--- src/rtl/cpu_types_pkg.sv ---
// Shared CPU/bus types: RAM handshake states and coherence bus controller states.
package cpu_types_pkg;

  localparam int unsigned WORD_W       = 32;
  localparam int unsigned BLK_WORD_OFF = 4;

  typedef logic [WORD_W-1:0] word_t;

  typedef enum logic [1:0] {
    FREE   = 2'd0,
    BUSY   = 2'd1,
    ACCESS = 2'd2,
    ERROR  = 2'd3
  } ramstate_t;

  typedef enum logic [3:0] {
    IDLE,
    IFETCH,
    WB0,
    WB1,
    INV,
    INV_ACK,
    SNP_SET,
    SNP_RESP,
    C2C0,
    C2C1,
    RD0,
    RD1
  } bus_state_t;

endpackage

--- src/rtl/coherence_bus_ctrl_rr_arbiter.sv ---
// Two-way round-robin arbiter; the pointer toggles whenever a grant is consumed.
module rr_arbiter (
  input  logic       CLK,
  input  logic       nRST,
  input  logic [1:0] req,
  input  logic       adv,
  output logic       gnt_valid_c,
  output logic       gnt_idx_c
);

  logic rr;

  // First requester at or after the pointer wins.
  always_comb begin
    gnt_valid_c = |req;
    gnt_idx_c   = req[rr] ? rr : ~rr;
  end

  // Pointer flips after every granted data transaction.
  always_ff @(posedge CLK or negedge nRST) begin
    if (!nRST)    rr <= 1'b0;
    else if (adv) rr <= ~rr;
  end

endmodule

--- src/rtl/coherence_bus_ctrl.sv ---
// Memory-side bus and coherence controller for two cores sharing one RAM port.
// Optional build macro COHERENCE_STATS_EN adds c2c/ramfill/inv event counters.
module coherence_bus_ctrl
  import cpu_types_pkg::*;
#(
  parameter int unsigned CPUS   = 2,
  parameter int unsigned RAM_AW = 32
) (
  input  logic                   CLK,
  input  logic                   nRST,
  input  logic [CPUS-1:0]        iREN,
  input  logic [CPUS-1:0][31:0]  iaddr,
  output logic [CPUS-1:0]        iwait,
  output logic [CPUS-1:0][31:0]  iload,
  input  logic [CPUS-1:0]        dREN,
  input  logic [CPUS-1:0]        dWEN,
  input  logic [CPUS-1:0][31:0]  daddr,
  input  logic [CPUS-1:0][31:0]  dstore,
  input  logic [CPUS-1:0]        ccwrite,
  input  logic [CPUS-1:0]        cctrans,
  output logic [CPUS-1:0]        dwait,
  output logic [CPUS-1:0][31:0]  dload,
  output logic [CPUS-1:0]        ccwait,
  output logic [CPUS-1:0]        ccinv,
  output logic [CPUS-1:0][31:0]  ccsnoopaddr,
  output logic                   ramREN,
  output logic                   ramWEN,
  output logic [RAM_AW-1:0]      ramaddr,
  output logic [31:0]            ramstore,
  input  logic [31:0]            ramload,
  input  ramstate_t              ramstate
`ifdef COHERENCE_STATS_EN
  ,
  output logic [31:0]            c2c_cnt,
  output logic [31:0]            ramfill_cnt,
  output logic [31:0]            inv_cnt
`endif
);

  bus_state_t    state, state_nx;
  logic          owner, owner_nx;
  word_t         base, base_nx;
  logic          other;
  logic          done;
  logic          gnt_valid, gnt_idx, arb_adv;
  logic [CPUS-1:0] dreq;
  word_t         snp_addr;

  assign other    = ~owner;
  assign done     = (ramstate == ACCESS);
  assign dreq     = dREN | dWEN | ccwrite;
  assign arb_adv  = (state == IDLE) && gnt_valid;
  assign snp_addr = base + ((state == C2C1) ? WORD_W'(BLK_WORD_OFF) : WORD_W'(0));

  rr_arbiter u_arb (
    .CLK         (CLK),
    .nRST        (nRST),
    .req         (dreq),
    .adv         (arb_adv),
    .gnt_valid_c (gnt_valid),
    .gnt_idx_c   (gnt_idx)
  );

  // State, owner and snoop block base registers.
  always_ff @(posedge CLK or negedge nRST) begin
    if (!nRST) begin
      state <= IDLE;
      owner <= 1'b0;
      base  <= '0;
    end else begin
      state <= state_nx;
      owner <= owner_nx;
      base  <= base_nx;
    end
  end

  // Next-state and bus/handshake outputs; ERROR and BUSY simply hold.
  always_comb begin
    state_nx    = state;
    owner_nx    = owner;
    base_nx     = base;
    iwait       = '1;
    dwait       = '1;
    iload       = '0;
    dload       = '0;
    ccwait      = '0;
    ccinv       = '0;
    ccsnoopaddr = '0;
    ramREN      = 1'b0;
    ramWEN      = 1'b0;
    ramaddr     = '0;
    ramstore    = '0;
    unique case (state)
      IDLE: begin
        if (gnt_valid) begin
          owner_nx = gnt_idx;
          if (dWEN[gnt_idx])         state_nx = WB0;
          else if (ccwrite[gnt_idx]) state_nx = INV;
          else begin
            state_nx = SNP_SET;
            base_nx  = {daddr[gnt_idx][31:3], 3'b000};
          end
        end else if (|iREN) begin
          owner_nx = iREN[0] ? 1'b0 : 1'b1;
          state_nx = IFETCH;
        end
      end
      IFETCH: begin
        ramREN       = 1'b1;
        ramaddr      = RAM_AW'(iaddr[owner]);
        iload[owner] = ramload;
        if (done) begin
          iwait[owner] = 1'b0;
          state_nx     = IDLE;
        end
      end
      WB0, WB1: begin
        ramWEN   = 1'b1;
        ramaddr  = RAM_AW'(daddr[owner]);
        ramstore = dstore[owner];
        if (done) begin
          dwait[owner] = 1'b0;
          state_nx     = (state == WB0) ? WB1 : IDLE;
        end
      end
      INV: begin
        ccwait[other]      = 1'b1;
        ccinv[other]       = 1'b1;
        ccsnoopaddr[other] = daddr[owner];
        state_nx           = INV_ACK;
      end
      INV_ACK: begin
        ccinv[owner] = 1'b1;
        dwait[owner] = 1'b0;
        state_nx     = IDLE;
      end
      SNP_SET: begin
        ccwait[other]      = 1'b1;
        ccsnoopaddr[other] = base;
        state_nx           = SNP_RESP;
      end
      SNP_RESP: begin
        ccwait[other]      = 1'b1;
        ccsnoopaddr[other] = base;
        state_nx           = cctrans[other] ? C2C0 : RD0;
      end
      C2C0, C2C1: begin
        ccwait[other]      = 1'b1;
        ccsnoopaddr[other] = snp_addr;
        dload[owner]       = dstore[other];
        ramWEN             = 1'b1;
        ramaddr            = RAM_AW'(snp_addr);
        ramstore           = dstore[other];
        if (done) begin
          dwait[owner] = 1'b0;
          state_nx     = (state == C2C0) ? C2C1 : IDLE;
        end
      end
      RD0, RD1: begin
        ramREN       = 1'b1;
        ramaddr      = RAM_AW'(daddr[owner]);
        dload[owner] = ramload;
        if (done) begin
          dwait[owner] = 1'b0;
          state_nx     = (state == RD0) ? RD1 : IDLE;
        end
      end
      default: state_nx = IDLE;
    endcase
  end

`ifdef COHERENCE_STATS_EN
  // Event counters for cache-to-cache transfers, RAM fills and invalidations.
  always_ff @(posedge CLK or negedge nRST) begin
    if (!nRST) begin
      c2c_cnt     <= '0;
      ramfill_cnt <= '0;
      inv_cnt     <= '0;
    end else begin
      if (state == C2C1 && done) c2c_cnt     <= c2c_cnt + 32'd1;
      if (state == RD1 && done)  ramfill_cnt <= ramfill_cnt + 32'd1;
      if (state == INV)          inv_cnt     <= inv_cnt + 32'd1;
    end
  end
`endif

endmodule

--- config.mk ---
export PLATFORM = sky130hd
export DESIGN_NAME = coherence_bus_ctrl
export DESIGN_NICKNAME = d
export VERILOG_FILES = /design/src/rtl/cpu_types_pkg.sv /design/src/rtl/coherence_bus_ctrl_rr_arbiter.sv /design/src/rtl/coherence_bus_ctrl.sv
export SDC_FILE = /design/constraint.sdc
export NUM_CORES = 1
export LEC_CHECK = 0
export ABC_CLOCK_PERIOD_IN_PS = 2300
export CAP_MARGIN = 20
export CORE_AREA = 4 4 194 196
export DETAILED_ROUTE_END_ITERATION = 8
export DIE_AREA = 0 0 198 200
export PLACE_DENSITY = 0.53
export SETUP_SLACK_MARGIN = 0.4
export SYNTH_ARGS = -nofsm -noshare
export SYNTH_HDL_FRONTEND = slang
export SYNTH_HIERARCHICAL = 1
export SYNTH_SLANG_ARGS = --single-unit
--- constraint.sdc ---
create_clock -name CLK -period 2.3 [get_ports CLK]
set_input_delay 0.46 -clock CLK [delete_from_list [all_inputs] [get_ports CLK]]
set_output_delay 0.46 -clock CLK [all_outputs]
set_load 0.005 [all_outputs]
==> results.yml <==
place:
  place_area_um2: 12100
  gp_congestion: 0.849
  place_inst: 1755
  dp_hpwl_um: 29900
  pre_cts_slack_ns: -0.398
  port_buffers: 503
synth:
  netlist_instances: 767
  synth_cell_types: 37
  avgSynthCellArea_um2: 7.24
  synth-edff-count: 0
  synthFlopType: "dfrtp_1"
  yosys_warnings: 6
  syn-num-nets: 1005
  synth_area_um2: 5550
  ys_ff_latch: 35
  seq_area_frac_synth_pct: 15.8
  async_flop_share_pct: 100
critical_path:
  crit_type: "reg -> out"
  critPathMaxFanout: 7
  cp_num_buf_inv: 4
  endpoint_kind: "output pin"
  critPathMaxStageDelay_ns: 0.48
  cp_slowest_cell: "dfrtp_4"
  cp_common_cell: "buf_6"
  critPathArrivalTime_ns: 2.21
  crit_chain: "or3b_4 > o21a_1 > or2_4 > buf_6 > buf_16 > buf_12 > nor2_4 > buf_6"
  critPathRequiredTime_ns: 1.84
  cp_top_family: "simple AND/OR/NAND/NOR gates"
  crit_path_start_kind: "flop"
global_routing:
  first_global_vias: 9257
  grt_pass1_wl_um: 63100
  gr-total-overflow: 0
  grt_max_degree: 59
  antenna_found_initial: 3
  track_usage_pct: 21.0
layout:
  post-route-cell-area_um2: 15200
  drive_above_1_share_pct: 49.5
  nFillCells: 3580
  final_util_pct: 42.1
  syn_to_final_growth_pct: 173
  nNetsFinal: 1721
  fin_cells: 1955
sta:
  whs_ns: 0.324
  final_max_slew_viol_count: 0
  finalWorstPathRequiredPeriod_ns: 2.67
  final.setup.tns_ns: -46.86
  tightest_slew_ns: 0.973
  rsz0062_at_grt: "true"
  period_share_pct: 116
  max_freq_mhz: 375
  slew_headroom_pct: 35.1
  fin_ws_ns: -0.366
  setup_viol: 222
  hold_viol: 0
  fin_skew_ns: 0.00801
hold_path:
  hp-class: "in -> async"
clock_network:
  clockRootBuffer: "clkbuf_16"
  cts_sinks: 35
  clk_latency_ns: 0.29
  h-tree-depth: 2
  cts_buffer_depth: 2
  cts_tree: "built"
  cts-hold-fix-buffers: 0
  numCtsBuffers: 5
  clk_pin_slew_ns: 0.07
floorplanning:
  pin_count: 504
  fp.dieW_um: 198
  die_h_um: 200
  core_area_um2: 36100
  die_area_um2: 39600
  row_count: 70
  initial_core_util_pct: 15.4
detailed_routing:
  vias: 9533
  vias_per_cell: 4.88
  routed_wl_um: 47500
  dr.pass1.iters: 5
  drt-initial-drc-count: 511
  drc: 0
  post_drt_wl_per_cell_um: 24.3
  drtAntennaViolNets: 0
pwr:
  peakVddDrop_uv: 410
  power_mw: 14.2
  leakagePower_nw: 6.85
  powerDensity_nw_per_um2: 936
status:
  status: "finished, violations left"
  violations: "setup timing"
run:
  maxCapViolations: 0
==> repair_timing <==
item,CTS,global route
pin swaps,119,47
setup endpoints to repair,299,300
buffers inserted,119,39
gates resized for setup,1039,198
endpoints found under the hold margin,0,0
cloned,25,6
==> flip-flops by register name, indices dropped and copies added, names as in the netlist <==
signal / count
base: 29
owner: 1
state: 4
u_arb/rr: 1
==> placed cells by master (no fill, tap or decap), drive strengths merged, types with 10 or more instances in the layout <==
cell type	synthesis	layout
a22o	33	33
a221oi	64	64
a32o	16	16
nor2	127	127
a221o	29	29
dfrtp	35	35
mux2i	80	80
dlygate4sd2	0	10
clkbuf	60	41
nor4	14	14
clkdlybuf4s50	0	260
a22oi	19	19
o21ai	49	49
buf	30	469
a21oi	20	20
mux2	19	19
nand2	56	56
clkdlybuf4s15	0	19
and2	65	65
==> final cells by class <==
class / instances / area, um^2 / area share (%)
diodes: 3 / 7.51 / 0.0494
clock buffers: 6 / 139 / 0.915
clock inverters: 2 / 38.8 / 0.255
inverters: 7 / 37.5 / 0.247
multi-input cells: 635 / 5310 / 35.0
flip-flops and latches: 35 / 886 / 5.83
well taps: 468 / 586 / 3.86
repair buffers: 799 / 8180 / 53.9
==> routing by layer <==
metal	global-route usage, %	routed length, um	vias to the layer above
li1	-	-	4377
met1	27.1	19800	4731
met2	36.7	23700	378
met3	4.21	3120	47
met4	4.31	846	0
met5	0	0	-
==> worst paths after layout <==
path,from,to,slack (ns),depth (start not counted)
worst max register to register,state[1],base[4],0.11,8
max in group asynchronous,nRST,owner,1.26,1
min in group CLK,base[24],base[24],0.52,2
worst min register to register,base[24],base[24],0.52,2
worst max-delay path,state[1],ccsnoopaddr[59],-0.37,8
worst min-delay path,nRST,base[16],0.32,1
==> power breakdown <==
group          switching (mW)  internal [mW]  leakage, nW
logic                    5.70           6.47         6.32
registers               0.300          0.883        0.439
clock network           0.305          0.546       0.0875
total                    6.31           7.90         6.85
==> synthesized netlist by cell type, drive strengths merged, types with 2 or more instances <==
library cell    n  area, um^2
clkbuf         60         225
mux2i          80         801
a22oi          19         143
o211ai          3        22.5
xor2            2        17.5
or3             2        12.5
a22o           33         289
nor3            7        35.0
a221oi         64         561
and3            5        31.3
or2             2        12.5
o22ai           3        18.8
a32o           16         160
nand3           2        10.0
nor2b           4        25.0
dfrtp          35         876
nor2          127         482
nand2          56         210
inv             7        26.3
buf            30         146
nor3b           3        27.5
and2           65         407
a21oi          20         100
mux2           19         214
nor4           14        87.6
nand2b          6        37.5
o21ai          49         245
a221o          29         290
==> logic make-up after synthesis <==
family | synth area share [%]
DFF | 15.8
and+or+nand+nor | 25.1
muxes | 18.3
buffers and inverters | 7.16
xor gates and xnor gates | 0.315
AOI/OAI and AO/OA | 33.4
Power figures use the tool's default switching activity.
==> RTL edit, RTL diff (same settings) <==
The parameter `RAM_AW` goes from 32 to 16.
--- a/src/rtl/coherence_bus_ctrl.sv
+++ b/src/rtl/coherence_bus_ctrl.sv
@@ -4,7 +4,7 @@
   import cpu_types_pkg::*;
 #(
   parameter int unsigned CPUS   = 2,
-  parameter int unsigned RAM_AW = 32
+  parameter int unsigned RAM_AW = 16
 ) (
   input  logic                   CLK,
   input  logic                   nRST,
Ports: changed (resized ramaddr); port bits go from 504 to 488. The function was not compared with the original's and may differ.
==> RTL edit against the unedited design <==
The run still ends with negative setup slack left. Critical endpoint is now dload[60]. Synthesized area down 7.7%. Non-clock buffer count decreased by 109. Routed wire length fell by 18%. Design area down 13%. First-iteration DRC count fell by 53%. Via count fell by 12%. Critical path type unchanged. Clock skew grew 1.9 ps. Total power is 1.8% lower. Sequential cell count unchanged. Sequential power rose by 4%. Sequential share of layout area increased by 0.88 points. Setup slack improved by 30 ps.
==> RTL edit: results (changes against the unedited design) <==
stage	metric	value	unit	change
synthesis	ys_seq_area_share	17.08	%	+1.3 points
critical_path	crit_slowest_cell	dfrtp_2		
drt	dr.first_iter.drc_count	242		-53%
place	dp_slack	-368.7	ps	+29.55 ps
grt	met2_usage	29.53	%	-7.2 points
layout	nNetsFinal	1573		-8.6%
grt	grt_pass1_vias	7727		-17%
layout	n_all_inverters	6		-1
critical_path	cp.arrival	2180	ps	-30 ps
grt	grtUsageMet1	20.59	%	-6.5 points
place	placed_cell_area	10840	µm²	-10%
drt	wl_met1	15590	µm	-21%
layout	register_area	883.3	µm²	-0.28%
synthesis	ys_top_cells_by_area	dfrtp_1 17%, mux2i_1 12%, a22o_1 11%		
sta	setup_viol_count_final	187		-16%
layout	multi_input_area	4966	µm²	-6.5%
synthesis	synth_cells	720		-6.1%
outcome	run_status	complete, but fails checks		
layout	fin_cells	1804		-7.7%
place	post-dp-hpwl	26460	µm	-12%
sta	fin_ws	-336.2	ps	+29.75 ps
power	p_clk	931	µW	+9.4%
drt	via_per_inst	4.630		-5.1%
grt	met3_usage	2.652	%	-1.6 points
place	placedCellCount	1657		-5.6%
sta	fin_skew	9.955	ps	+1.947 ps
grt	grt_usage	16.38	%	-4.6 points
power	pwr-share-comb	84.5	%	-1.2 points
sta	final.setup.tns	-27380	ps	+19480 ps
drt	wl_met2	19880	µm	-16%
layout	nonClkBufAreaFrac	49.41	%	-4.5 points
outcome	failed_checks	negative setup slack		
layout	n_antenna_cell	0		-3
place	portBuffers	455		-9.5%
layout	buffers	690		-14%
layout	post-route-util	36.44	%	-5.6 points
layout	fill_cells	3826		+6.9%
[RTL edit: cells by family (layout without fill, tap and decap cells)]
logic type      Yosys count  after routing  share of synthesized area [%]
simple gates            282            282                          26.42
flops                    35             35                          17.08
buf+inv                  88            704                          8.246
mux                      65             65                          12.73
xor+xnor                  2              2                         0.3416
compound gates          248            248                          35.18
[RTL edit: final timing paths]
kind                           from   endpoint  slack [ps]  cells past startpoint
min in group CLK           base[24]   base[24]         500                      2
hold / removal                 nRST   base[19]         130                      1
max in group asynchronous      nRST   base[11]        1480                      2
setup reg to reg           state[2]   base[24]         420                      7
hold reg to reg            base[24]   base[24]         500                      2
setup / recovery           state[2]  dload[60]        -340                     11
[RTL edit: repair_timing]
| action | 4_1_cts | 5_1_grt |
|---|---|---|
| buffers inserted | 27 | 91 |
| resized for setup | 375 | 724 |
| setup endpoints to repair | 282 | 284 |
| hold buffers | 0 | 0 |
| gates cloned | 8 | 13 |
| pin swaps | 26 | 149 |
